## config.mk

```make
export PLATFORM = sky130hd
export DESIGN_NAME = wx_sched
export DESIGN_NICKNAME = d
export VERILOG_FILES = /design/src/rtl/wx_sched.sv
export SDC_FILE = /design/constraint.sdc
export NUM_CORES = 1
export LEC_CHECK = 0
export CAP_MARGIN = 25
export CORE_AREA = 2 2 192 194
export DETAILED_ROUTE_END_ITERATION = 10
export DIE_AREA = 0 0 194 196
export GPL_ROUTABILITY_DRIVEN = 0
export GPL_TIMING_DRIVEN = 0
export PLACE_DENSITY = 0.67
export SYNTH_ARGS = -nofsm -noshare
export SYNTH_HDL_FRONTEND = slang
export SYNTH_SLANG_ARGS = --single-unit
```

## constraint.sdc

```tcl
create_clock -name clk -period 2.7 [get_ports clk]
set_input_delay 0.54 -clock clk [delete_from_list [all_inputs] [get_ports clk]]
set_output_delay 0.54 -clock clk [all_outputs]
set_load 0.01 [all_outputs]
```

## src/rtl/wx_sched.sv

```systemverilog
// Sequencer for the 3-PE W·x array: holds W, takes samples over valid/ready, captures s PE_LAT edges after the
// operand load and holds the result until the consumer accepts it; weights are writable only while idle.
module wx_sched #(
  parameter int PE_LAT = 2,
  parameter int CNT_W  = 16
) (
  input  logic                    clk,
  input  logic                    reset,
  input  logic                    start,
  input  logic        [CNT_W-1:0] batch_len,
  output logic                    busy,
  output logic                    done,
  input  logic                    w_we,
  input  logic        [3:0]       w_addr,
  input  logic signed [15:0]      w_data,
  output logic                    w_err,
  input  logic                    x_valid,
  output logic                    x_ready,
  input  logic signed [15:0]      x1,
  input  logic signed [15:0]      x2,
  input  logic signed [15:0]      x3,
  output logic signed [15:0]      d1,
  output logic signed [15:0]      d2,
  output logic signed [15:0]      d3,
  output logic signed [15:0]      e1,
  output logic signed [15:0]      e2,
  output logic signed [15:0]      e3,
  output logic signed [15:0]      f1,
  output logic signed [15:0]      f2,
  output logic signed [15:0]      f3,
  output logic signed [15:0]      p1,
  output logic signed [15:0]      p2,
  output logic signed [15:0]      p3,
  input  logic signed [31:0]      s1,
  input  logic signed [31:0]      s2,
  input  logic signed [31:0]      s3,
  output logic                    y_valid,
  input  logic                    y_ready,
  output logic signed [31:0]      y1,
  output logic signed [31:0]      y2,
  output logic signed [31:0]      y3,
  output logic        [CNT_W-1:0] sample_cnt
);

  typedef enum logic [2:0] {IDLE, RUN, WAIT, OUT, FIN} state_t;

  localparam int WC_W = $clog2(PE_LAT + 1);

  state_t             state;
  state_t             state_nx;
  logic signed [15:0] w_q [9];
  logic [CNT_W-1:0]   len_q;
  logic [CNT_W-1:0]   cnt_inc;
  logic [WC_W-1:0]    wcnt;
  logic               w_ok;

  assign cnt_inc = sample_cnt + CNT_W'(1);
  assign w_ok    = w_we && (state == IDLE) && (w_addr <= 4'd8);

  // Weight registers drive the array directly, so an accepted write shows on d/e/f at the same edge.
  assign d1 = w_q[0];
  assign d2 = w_q[1];
  assign d3 = w_q[2];
  assign e1 = w_q[3];
  assign e2 = w_q[4];
  assign e3 = w_q[5];
  assign f1 = w_q[6];
  assign f2 = w_q[7];
  assign f3 = w_q[8];

  always_ff @(posedge clk) begin
    if (reset) state <= IDLE;
    else       state <= state_nx;
  end

  always_comb begin
    state_nx = state;
    busy     = (state != IDLE);
    x_ready  = (state == RUN);
    y_valid  = (state == OUT);
    done     = (state == FIN);
    case (state)
      IDLE: if (start) state_nx = (batch_len == '0) ? FIN : RUN;
      RUN:  if (x_valid) state_nx = WAIT;
      WAIT: if (wcnt == WC_W'(1)) state_nx = OUT;
      OUT:  if (y_ready) state_nx = (cnt_inc == len_q) ? FIN : RUN;
      FIN:  state_nx = IDLE;
      default: state_nx = IDLE;
    endcase
  end

  always_ff @(posedge clk) begin
    if (reset) begin
      for (int i = 0; i < 9; i++) w_q[i] <= '0;
      p1         <= '0;
      p2         <= '0;
      p3         <= '0;
      y1         <= '0;
      y2         <= '0;
      y3         <= '0;
      len_q      <= '0;
      sample_cnt <= '0;
      wcnt       <= '0;
      w_err      <= 1'b0;
    end else begin
      w_err <= w_we && !w_ok;
      if (w_ok) w_q[w_addr] <= w_data;
      if (state == IDLE && start) begin
        len_q      <= batch_len;
        sample_cnt <= '0;
      end
      if (state == RUN && x_valid) begin
        p1   <= x1;
        p2   <= x2;
        p3   <= x3;
        wcnt <= WC_W'(PE_LAT);
      end
      // The counter reaching 1 marks the PE_LAT-th edge after the operand load.
      if (state == WAIT) begin
        wcnt <= wcnt - WC_W'(1);
        if (wcnt == WC_W'(1)) begin
          y1 <= s1;
          y2 <= s2;
          y3 <= s3;
        end
      end
      if (state == OUT && y_ready) sample_cnt <= cnt_inc;
    end
  end

endmodule

```

# Word level (Yosys, flattened, before mapping)
# Memory sizes are Yosys's and may differ from the RTL's.
# Index checks and enable logic that the tools add are counted.
[word_totals]
ff_bits = 182
ramBits = 144
in_bits = 186
out_inout_bits = 309
elab_cells = 59
memories = 1
[mem_list]
columns = ["name", "depth", "width", "read_ports", "rd_ports_with_merged_regs", "write_ports", "line", "source"]
rows = [
  ["w_q", 9, 16, 9, 0, 9, "51", "logic signed [15:0] w_q [9];"],
]
[op_classes]
n_addsub = 2
magnitude_cmp = 1
eq_ne = 10
n_mux = 19
n_reduce_logical = 15
[op_table]
columns = ["operator", "n"]
rows = [
  ["16-bit two-way mux", 3],
  ["3-bit two-way mux", 6],
  ["16-bit by 1-bit adder with 16-bit output, second input constant", 1],
  ["16-bit equality test", 1],
  ["16-bit logical NOT", 1],
  ["16-bit OR reduction", 1],
  ["3-bit case mux with 4 select lines", 1],
  ["3-bit by 2-bit equality test with 1-bit output, second input constant", 2],
  ["1-bit logical AND", 6],
  ["1-bit two-way mux", 6],
  ["2-bit != test, second input constant", 3],
  ["4-bit less-or-equal comparator, second input constant", 1],
  ["2-bit two-way mux", 2],
  ["4-bit two-way mux", 1],
  ["4-bit AND reduction", 1],
  ["2-bit nonzero test", 2],
  ["3-bit by 1-bit equality test with 1-bit output, second input constant", 1],
  ["3-bit equality test, second input constant", 1],
  ["3-bit logical NOT", 1],
  ["3-bit nonzero test", 1],
  ["2-bit by 1-bit equality test with 1-bit output, second input constant", 1],
  ["2-bit by 1-bit != test with 1-bit output, second input constant", 1],
  ["2-bit AND reduction", 1],
  ["2-bit by 1-bit subtractor with 2-bit output, second input constant", 1],
  ["1-bit logical NOT", 1],
]

# Longest topological paths before layout
# Gate-level depths: netlist (run 1).
[logic_depth]
depth_word = 8
depth_mapped = 9
mapped_depth_nobuf = 8

# Worst setup path before layout (run 1)
# OpenSTA, ideal clock, no wires.
[synth_timing]
kind = "register to register"
start = "register sample_cnt[0]"
end = "register state[0]"
setup_ns = 0.120
arrival_time_ns = 2.231
t_required_ns = 2.580
path_slack_ns = 0.349
stages_incl_launch_ff = 8
n_path_buf = 1
period_less_slack_ns = 2.351
path_cell_list = "dfxtp_1 > ha_1 > buf_2 > nand3_1 > or4_1 > o31ai_1 > nand4_1 > o31a_1"
[synth_between]
elab_chain_len = 5
[synth_rtl]
columns = ["item", "line", "source"]
rows = [
  ["start, declared", "42", "output logic [CNT_W-1:0] sample_cnt"],
  ["start signal, assigned", "127", "if (state == OUT && y_ready) sample_cnt <= cnt_inc;"],
  ["16-bit by 1-bit adder with 16-bit output", "57", "assign cnt_inc = sample_cnt + CNT_W'(1);"],
  ["16-bit equality test", "86", "OUT: if (y_ready) state_nx = (cnt_inc == len_q) ? FIN : RUN;"],
  ["3-bit two-way mux (2 in a row)", "86", ""],
  ["3-bit case mux with 4 select lines", "82", "case (state)"],
  ["end signal, assigned", "73", "else state <= state_nx;"],
  ["end, declared", "49", "state_t state;"],
]
# Every way passes these cells. The select of a mux whose other input is x is not followed.
# A chain may end at the register's enable or synchronous reset.

# Worst setup path after layout (run 1)
[layout_timing]
start = "register state[1]"
end = "output port done"
[layout_between]
elab_chain_len = 1
[layout_rtl]
columns = ["item", "line", "source"]
rows = [
  ["3-bit equality test", "81", "done = (state == FIN);"],
  ["end, declared", "12", "output logic done,"],
]
# Every way passes these cells.

==> summary.json, run 1 <==
{
  "timing": {
    "max_clock_freq_mhz": 383,
    "total_negative_setup_slacks_ps": 0,
    "report.final.setup_viol": 0,
    "worst_slew_margin_rel": 0.408,
    "worst_margin_pin_slew_ps": 880,
    "timing.clock.skew_ps": 12.7,
    "timing_max_transition_violations_final": 0,
    "timing_hold_violations_final": 0,
    "grt_setup_unrepaired": "yes",
    "timing.final.crit_share": 0.966,
    "final_period_minus_worst_setup_slack_ps": 2610
  },
  "placement": {
    "buffer_ports.inserted": 494,
    "inst_count_dp": 2213,
    "dp_hpwl_um": 35200
  },
  "detailed_routing": {
    "dr_total_vias": 11100,
    "drt.antenna.violating_nets": 0,
    "drtPass1Iterations": 5,
    "detailedRoute.firstIterationViolations": 609,
    "routed_via_density": 4.85,
    "met2WireLength_um": 22800,
    "routed.top_layer": "met4",
    "routed_wire_length_per_instance_um": 19.7,
    "met1_layer_wirelength_in_the_final_routing_um": 16300,
    "met3_length_um": 3740,
    "routed_wire_length_um": 45000,
    "number_of_design_rule_violations_left_after_detail_routing": 0
  },
  "clocking": {
    "cts-root-buf": "sky130_fd_sc_hd__clkbuf_16",
    "cts-buffers-inserted": 36,
    "max_root_sink_buffers": 3,
    "cts_sinks": 326,
    "worstSkewPairLatency_ps": 510,
    "tritoncts_clock_tree": "done",
    "clkTransAtPathRegs_ps": 60,
    "clock_h_tree_levels": 2
  },
  "floorplan": {
    "initial_core_util": 0.349,
    "io-pin-count": 495,
    "die-width_um": 194,
    "die_area_mm2": 0.0380,
    "floorplan.die.height_um": 196,
    "core.rowCount": 70,
    "core_area_mm2": 0.0361
  },
  "worst_setup_path": {
    "worstPathMaxFanout": 10,
    "crit_path_category": "flop to output pin",
    "crit_required_ps": 2160,
    "endpoint_kind": "output pin",
    "path_cells": "clkbuf_1 > nor3b_1 > clkdlybuf4s50_1",
    "worst-endpoint-arrival_ps": 2070,
    "max_stage_delay_ps": 690,
    "slowest_library_cell_on_the_worst_path": "sky130_fd_sc_hd__clkdlybuf4s50_1",
    "cp_top_family": "buffers and inverters",
    "worstPathBufferInverterCount": 2,
    "worstSetupStartpointType": "flop"
  },
  "logic_synthesis": {
    "avgSynthCellArea_um2": 10.1,
    "yosys-mux-area-fraction": 0.000893,
    "synth_compound_area_frac": 0.0907,
    "synth_xor_area_frac": 0.0139,
    "most_used_flip_flop_cell_after_synthesis": "sky130_fd_sc_hd__dfxtp_1",
    "synth_area_leader_cell": "sky130_fd_sc_hd__edfxtp_1",
    "postSynthRegisterBits": 326,
    "synthAdderAreaFrac": 0.00198,
    "yosysSeqAreaShare": 0.632,
    "synthesis.instances": 1251,
    "synth_enable_flop_cells": 144,
    "syn_std_cell_area_mm2": 0.0126,
    "yosysUniqueCellTypes": 62,
    "postSynthNetCount": 1439,
    "yosysWarnings": 0,
    "synth_largest_type_area_fraction": 0.343,
    "synth_top_family_by_area": "simple AND/OR/NAND/NOR gates",
    "postSynth.asyncResetShare": 0,
    "synth-simple-area-share": 0.234,
    "synth_top_cells_by_area": "sky130_fd_sc_hd__edfxtp_1 (34%), sky130_fd_sc_hd__dfxtp_1 (29%), sky130_fd_sc_hd__nand2_1 (10%)"
  },
  "global_route": {
    "antenna_found_initial": 1,
    "global_route_wire_length_before_repair_um": 66100,
    "grt_max_degree": 17,
    "global_route.overflow_total": 0,
    "global_route.usage.total": 0.228,
    "first_global_vias": 10900
  },
  "layout": {
    "seq_area_mm2": 0.00797,
    "multi_input_area_mm2": 0.00436,
    "flow.area_growth_from_synthesis_pct": 53.9,
    "mostFrequentLayoutCell": "sky130_fd_sc_hd__clkdlybuf4s50_1",
    "final_cell_mix": "sky130_fd_sc_hd__clkdlybuf4s50_1 (494), sky130_fd_sc_hd__nand2_1 (335), sky130_fd_sc_hd__dfxtp_1 (180)",
    "layoutNonFillerInstCount": 2278,
    "fin_nets": 1972,
    "layout-drive-gt1-share": 0.0559,
    "n_fill_cell": 3211
  },
  "job": {
    "cap_viol_max_count": 0
  },
  "pwr": {
    "p_leak_nw": 6.79,
    "post-layout-total-power_mw": 12.9,
    "worst_ir_drop_vdd_mv": 0.462,
    "p_per_area_mw_per_mm2": 666
  },
  "outcome": {
    "run_status": "complete, no violations"
  },
  "hold_path": {
    "worst_hold_path_type": "flop to flop"
  }
}
[layout make-up]
class / count / area share
buffer: 76 / 0.0159
sequential: 326 / 0.411
timing repair buffer: 494 / 0.255
inverter: 7 / 0.00135
multi-input combinational: 843 / 0.225
clock inverter: 15 / 0.0106
clock buffer: 46 / 0.0515
tap: 468 / 0.0302
antenna: 3 / 0.000387
[per-stage QoR]
| step | hold slack, ps | area (um2) | utilization | worst slack [ps] |
|---|---|---|---|---|
| floorplan | 448 | 12600 | - | 349 |
| global placement | 441 | 18100 | 0.503 | -472 |
| detailed placement | 445 | 18100 | 0.503 | -473 |
| CTS | 453 | 19400 | 0.537 | 0.226 |
| global route | 472 | 19400 | 0.538 | -83.7 |
| finish | 452 | 19400 | 0.538 | 91.9 |
[timing repair]
action | in CTS | in global routing
endpoints found under the setup margin | 66 | 201
gates cloned | 0 | 1
buffers inserted | 0 | 0
endpoints found under the hold margin | 0 | 0
gates resized for setup | 8 | 15
hold buffers | 0 | 0
[cells by family (layout without fill, tap and decap cells)]
kind of cell,Yosys count,after routing
buffers and inverters,83,638
xor gates and xnor gates,20,20
other,0,3
and+or+nand+nor,607,608
DFF,326,326
muxes,1,1
AOI/OAI and AO/OA,212,212
adders and majority gates,2,2
[synth_stat cells (all sizes together) (4+ instances only)]
library cell / instances
nand3: 9
or2: 11
nand4b: 5
nor4: 11
edfxtp: 144
nand2b: 4
nand3b: 4
nor3b: 4
xnor2: 15
clkbuf: 64
xor2: 5
a311oi: 4
dfxtp: 182
nor2: 36
o21ai: 10
inv: 7
nor3: 15
buf: 12
nand4: 9
a21oi: 178
nand2: 335
and3: 5
and2: 148
or3: 4
[flip-flops by register name, summed over array words and instances (netlist names), 16 cells and up]
register,count
p1,16
w_q,144
sample_cnt,16
y3,32
y1,32
p3,16
p2,16
y2,32
len_q,16
[where the power goes]
part	switching (mW)	internal, mW
combinational	1.20	1.04
clock	1.96	3.09
sequential	0.162	5.46
total	3.32	9.59
[worst paths after layout]
path	depth (start not counted)	endpoint	slack (ps)	startpoint
min	2	p2[7]$_SDFFE_PP0P_	450	p2[7]$_SDFFE_PP0P_
min reg2reg	2	p2[7]$_SDFFE_PP0P_	450	p2[7]$_SDFFE_PP0P_
max reg2reg	7	state[0]$_SDFFE_PP0P_	100	sample_cnt[0]$_SDFFE_PP0P_
max	3	done	90	state[1]$_SDFFE_PP0P_
[worst register-to-register path, cell delays in order (launching register included)]
cell and delay (ps):
sky130_fd_sc_hd__dfxtp_2 450, sky130_fd_sc_hd__ha_1 170, sky130_fd_sc_hd__buf_2 170, sky130_fd_sc_hd__nand3_1 270, sky130_fd_sc_hd__or4_1 660, sky130_fd_sc_hd__o31ai_2 350, sky130_fd_sc_hd__nand4_1 170, sky130_fd_sc_hd__o31a_1 260
[metal layers]
metal / track usage / vias to the layer above
met5: 0 / -
met4: 0.100 / 0
met3: 0.0650 / 84
met2: 0.419 / 494
met1: 0.244 / 5176
li1: - / 5298
Power figures use the tool's default switching activity.
==> inputs of run 2 (changes only) <==
- CTS_CLUSTER_DIAMETER: unset -> 30
==> summary.json, run 2 (synthesis results as in run 1) <==
{
  "global_route": {
    "global_route.usage.total": 0.236,
    "global_route.overflow_total": 0,
    "antenna_found_initial": 2,
    "grt_max_degree": 17,
    "first_global_vias": 11300,
    "global_route_wire_length_before_repair_um": 67800
  },
  "worst_setup_path": {
    "worstSetupStartpointType": "flop",
    "worstPathMaxFanout": 9,
    "endpoint_kind": "output pin",
    "crit_required_ps": 2160,
    "cp_top_family": "buffers and inverters",
    "worstPathBufferInverterCount": 3,
    "worst-endpoint-arrival_ps": 2090,
    "path_cells": "buf_2 > inv_1 > nor3_2 > clkdlybuf4s50_1",
    "max_stage_delay_ps": 610,
    "crit_path_category": "flop to output pin",
    "slowest_library_cell_on_the_worst_path": "sky130_fd_sc_hd__clkdlybuf4s50_1"
  },
  "floorplan": {
    "core_area_mm2": 0.0361,
    "die-width_um": 194,
    "initial_core_util": 0.349,
    "floorplan.die.height_um": 196,
    "die_area_mm2": 0.0380,
    "core.rowCount": 70,
    "io-pin-count": 495
  },
  "outcome": {
    "run_status": "complete, no violations"
  },
  "timing": {
    "report.final.setup_viol": 0,
    "max_clock_freq_mhz": 380,
    "final_period_minus_worst_setup_slack_ps": 2630,
    "worst_slew_margin_rel": 0.342,
    "grt_setup_unrepaired": "yes",
    "timing_hold_violations_final": 0,
    "timing_max_transition_violations_final": 0,
    "worst_margin_pin_slew_ps": 978,
    "timing.final.crit_share": 0.976,
    "timing.clock.skew_ps": 24.1
  },
  "layout": {
    "largest_reg_flops": 144,
    "register_containing_the_most_flip_flops_in_the_final_layout": "w_q",
    "layout-drive-gt1-share": 0.0832,
    "final_util": 0.566,
    "fin_nets": 2003,
    "stdcell_area_mm2": 0.0204,
    "final_cell_mix": "sky130_fd_sc_hd__clkdlybuf4s50_1 (493), sky130_fd_sc_hd__nand2_1 (335), sky130_fd_sc_hd__dfxtp_1 (180)",
    "mostFrequentLayoutCell": "sky130_fd_sc_hd__clkdlybuf4s50_1",
    "flow.area_growth_from_synthesis_pct": 61.9,
    "n_fill_cell": 3073
  },
  "clocking": {
    "tritoncts_clock_tree": "done",
    "worstSkewPairLatency_ps": 560,
    "max_root_sink_buffers": 3,
    "clkTransAtPathRegs_ps": 50,
    "postCtsSetupRepairBufs": 0,
    "cts-root-buf": "sky130_fd_sc_hd__clkbuf_16",
    "cts-buffers-inserted": 67,
    "clock_h_tree_levels": 3,
    "cts_sinks": 326
  },
  "detailed_routing": {
    "drtPass1Iterations": 7,
    "routed_wire_length_um": 46100,
    "number_of_design_rule_violations_left_after_detail_routing": 0,
    "routed_via_density": 4.90,
    "dr_total_vias": 11400,
    "routed_wire_length_per_instance_um": 19.8,
    "drt.antenna.violating_nets": 0,
    "detailedRoute.firstIterationViolations": 555
  },
  "job": {
    "cap_viol_max_count": 0
  },
  "placement": {
    "buffer_ports.inserted": 494,
    "dp_hpwl_um": 35200,
    "placed_area_mm2": 0.0181
  },
  "hold_path": {
    "worst_hold_path_type": "flop to flop"
  },
  "pwr": {
    "worst_ir_drop_vdd_mv": 0.482,
    "p_leak_nw": 7.29,
    "p_per_area_mw_per_mm2": 780
  }
}
==> run 2: final timing paths <==
kind	from	to	slack, ps	cells past startpoint
worst max-delay path	state[0]$_SDFFE_PP0P_	x_ready	70	4
worst min-delay path	p1[8]$_SDFFE_PP0P_	p1[8]$_SDFFE_PP0P_	450	2
worst max register to register	state[0]$_SDFFE_PP0P_	w_q[3][12]$_SDFFCE_PN0P_	100	7
worst min register to register	p1[8]$_SDFFE_PP0P_	p1[8]$_SDFFE_PP0P_	450	2
==> run 2: metrics by stage <==
| stage | power [mW] | TNS (ps) | instances | hold slack (ps) | setup WS [ps] |
|---|---|---|---|---|---|
| 2_1_floorplan | 6.74 | 0 | 1251 | 448 | 349 |
| 3_3_place_gp | 7.93 | -83570 | 2213 | 441 | -472 |
| 3_5_place_dp | 7.96 | -89130 | 2213 | 445 | -473 |
| 4_1_cts | 16.0 | 0 | 2331 | 451 | 10.7 |
| 5_1_grt | 16.5 | -4920 | 2333 | 470 | -82.4 |
| 6_report | 15.9 | 0 | 2335 | 450 | 65.8 |
==> run 2: final cells by class <==
cell class | count | area [um2] | share of cell area
Antenna cell | 3 | 7.51 | 0.000368
Buffer | 75 | 305 | 0.0150
Clock buffer | 74 | 1720 | 0.0844
Clock inverter | 44 | 474 | 0.0232
Inverter | 7 | 26.3 | 0.00129
Multi-Input combinational cell | 844 | 4370 | 0.214
Sequential cell | 326 | 7970 | 0.390
Tap cell | 468 | 586 | 0.0287
Timing Repair Buffer | 494 | 4950 | 0.242
==> run 2: layer usage <==
layer / GRT usage / part of all wire / vias up / routed length (um)
li1: - / - / 5389 / -
met1: 0.244 / 0.35 / 5373 / 16300
met2: 0.428 / 0.51 / 566 / 23400
met3: 0.0770 / 0.096 / 101 / 4450
met4: 0.116 / 0.043 / 2 / 1970
met5: 0 / 0.00028 / - / 13
==> run 2: repair_timing <==
item	CTS	global route
resized for setup	9	16
hold buffers	0	0
endpoints found under the setup margin	69	186
pin swaps	0	1
gates cloned	0	2
endpoints found under the hold margin	0	0
==> run 2: tightest hold or removal path: cells and delay by family (launching register included) <==
| family | cells | cell delay, ps |
|---|---|---|
| DFF | 1 | 300 |
| AOI/OAI and AO/OA | 1 | 50 |
| and+or+nand+nor | 1 | 50 |
==> run 2: report_power, final <==
| part | switching [mW] | internal [mW] | leakage [nW] |
|---|---|---|---|
| clock | 2.65 | 5.36 | 1.06 |
| sequential | 0.165 | 5.48 | 2.96 |
| combinational | 1.21 | 1.05 | 3.26 |
| total | 4.03 | 11.9 | 7.29 |
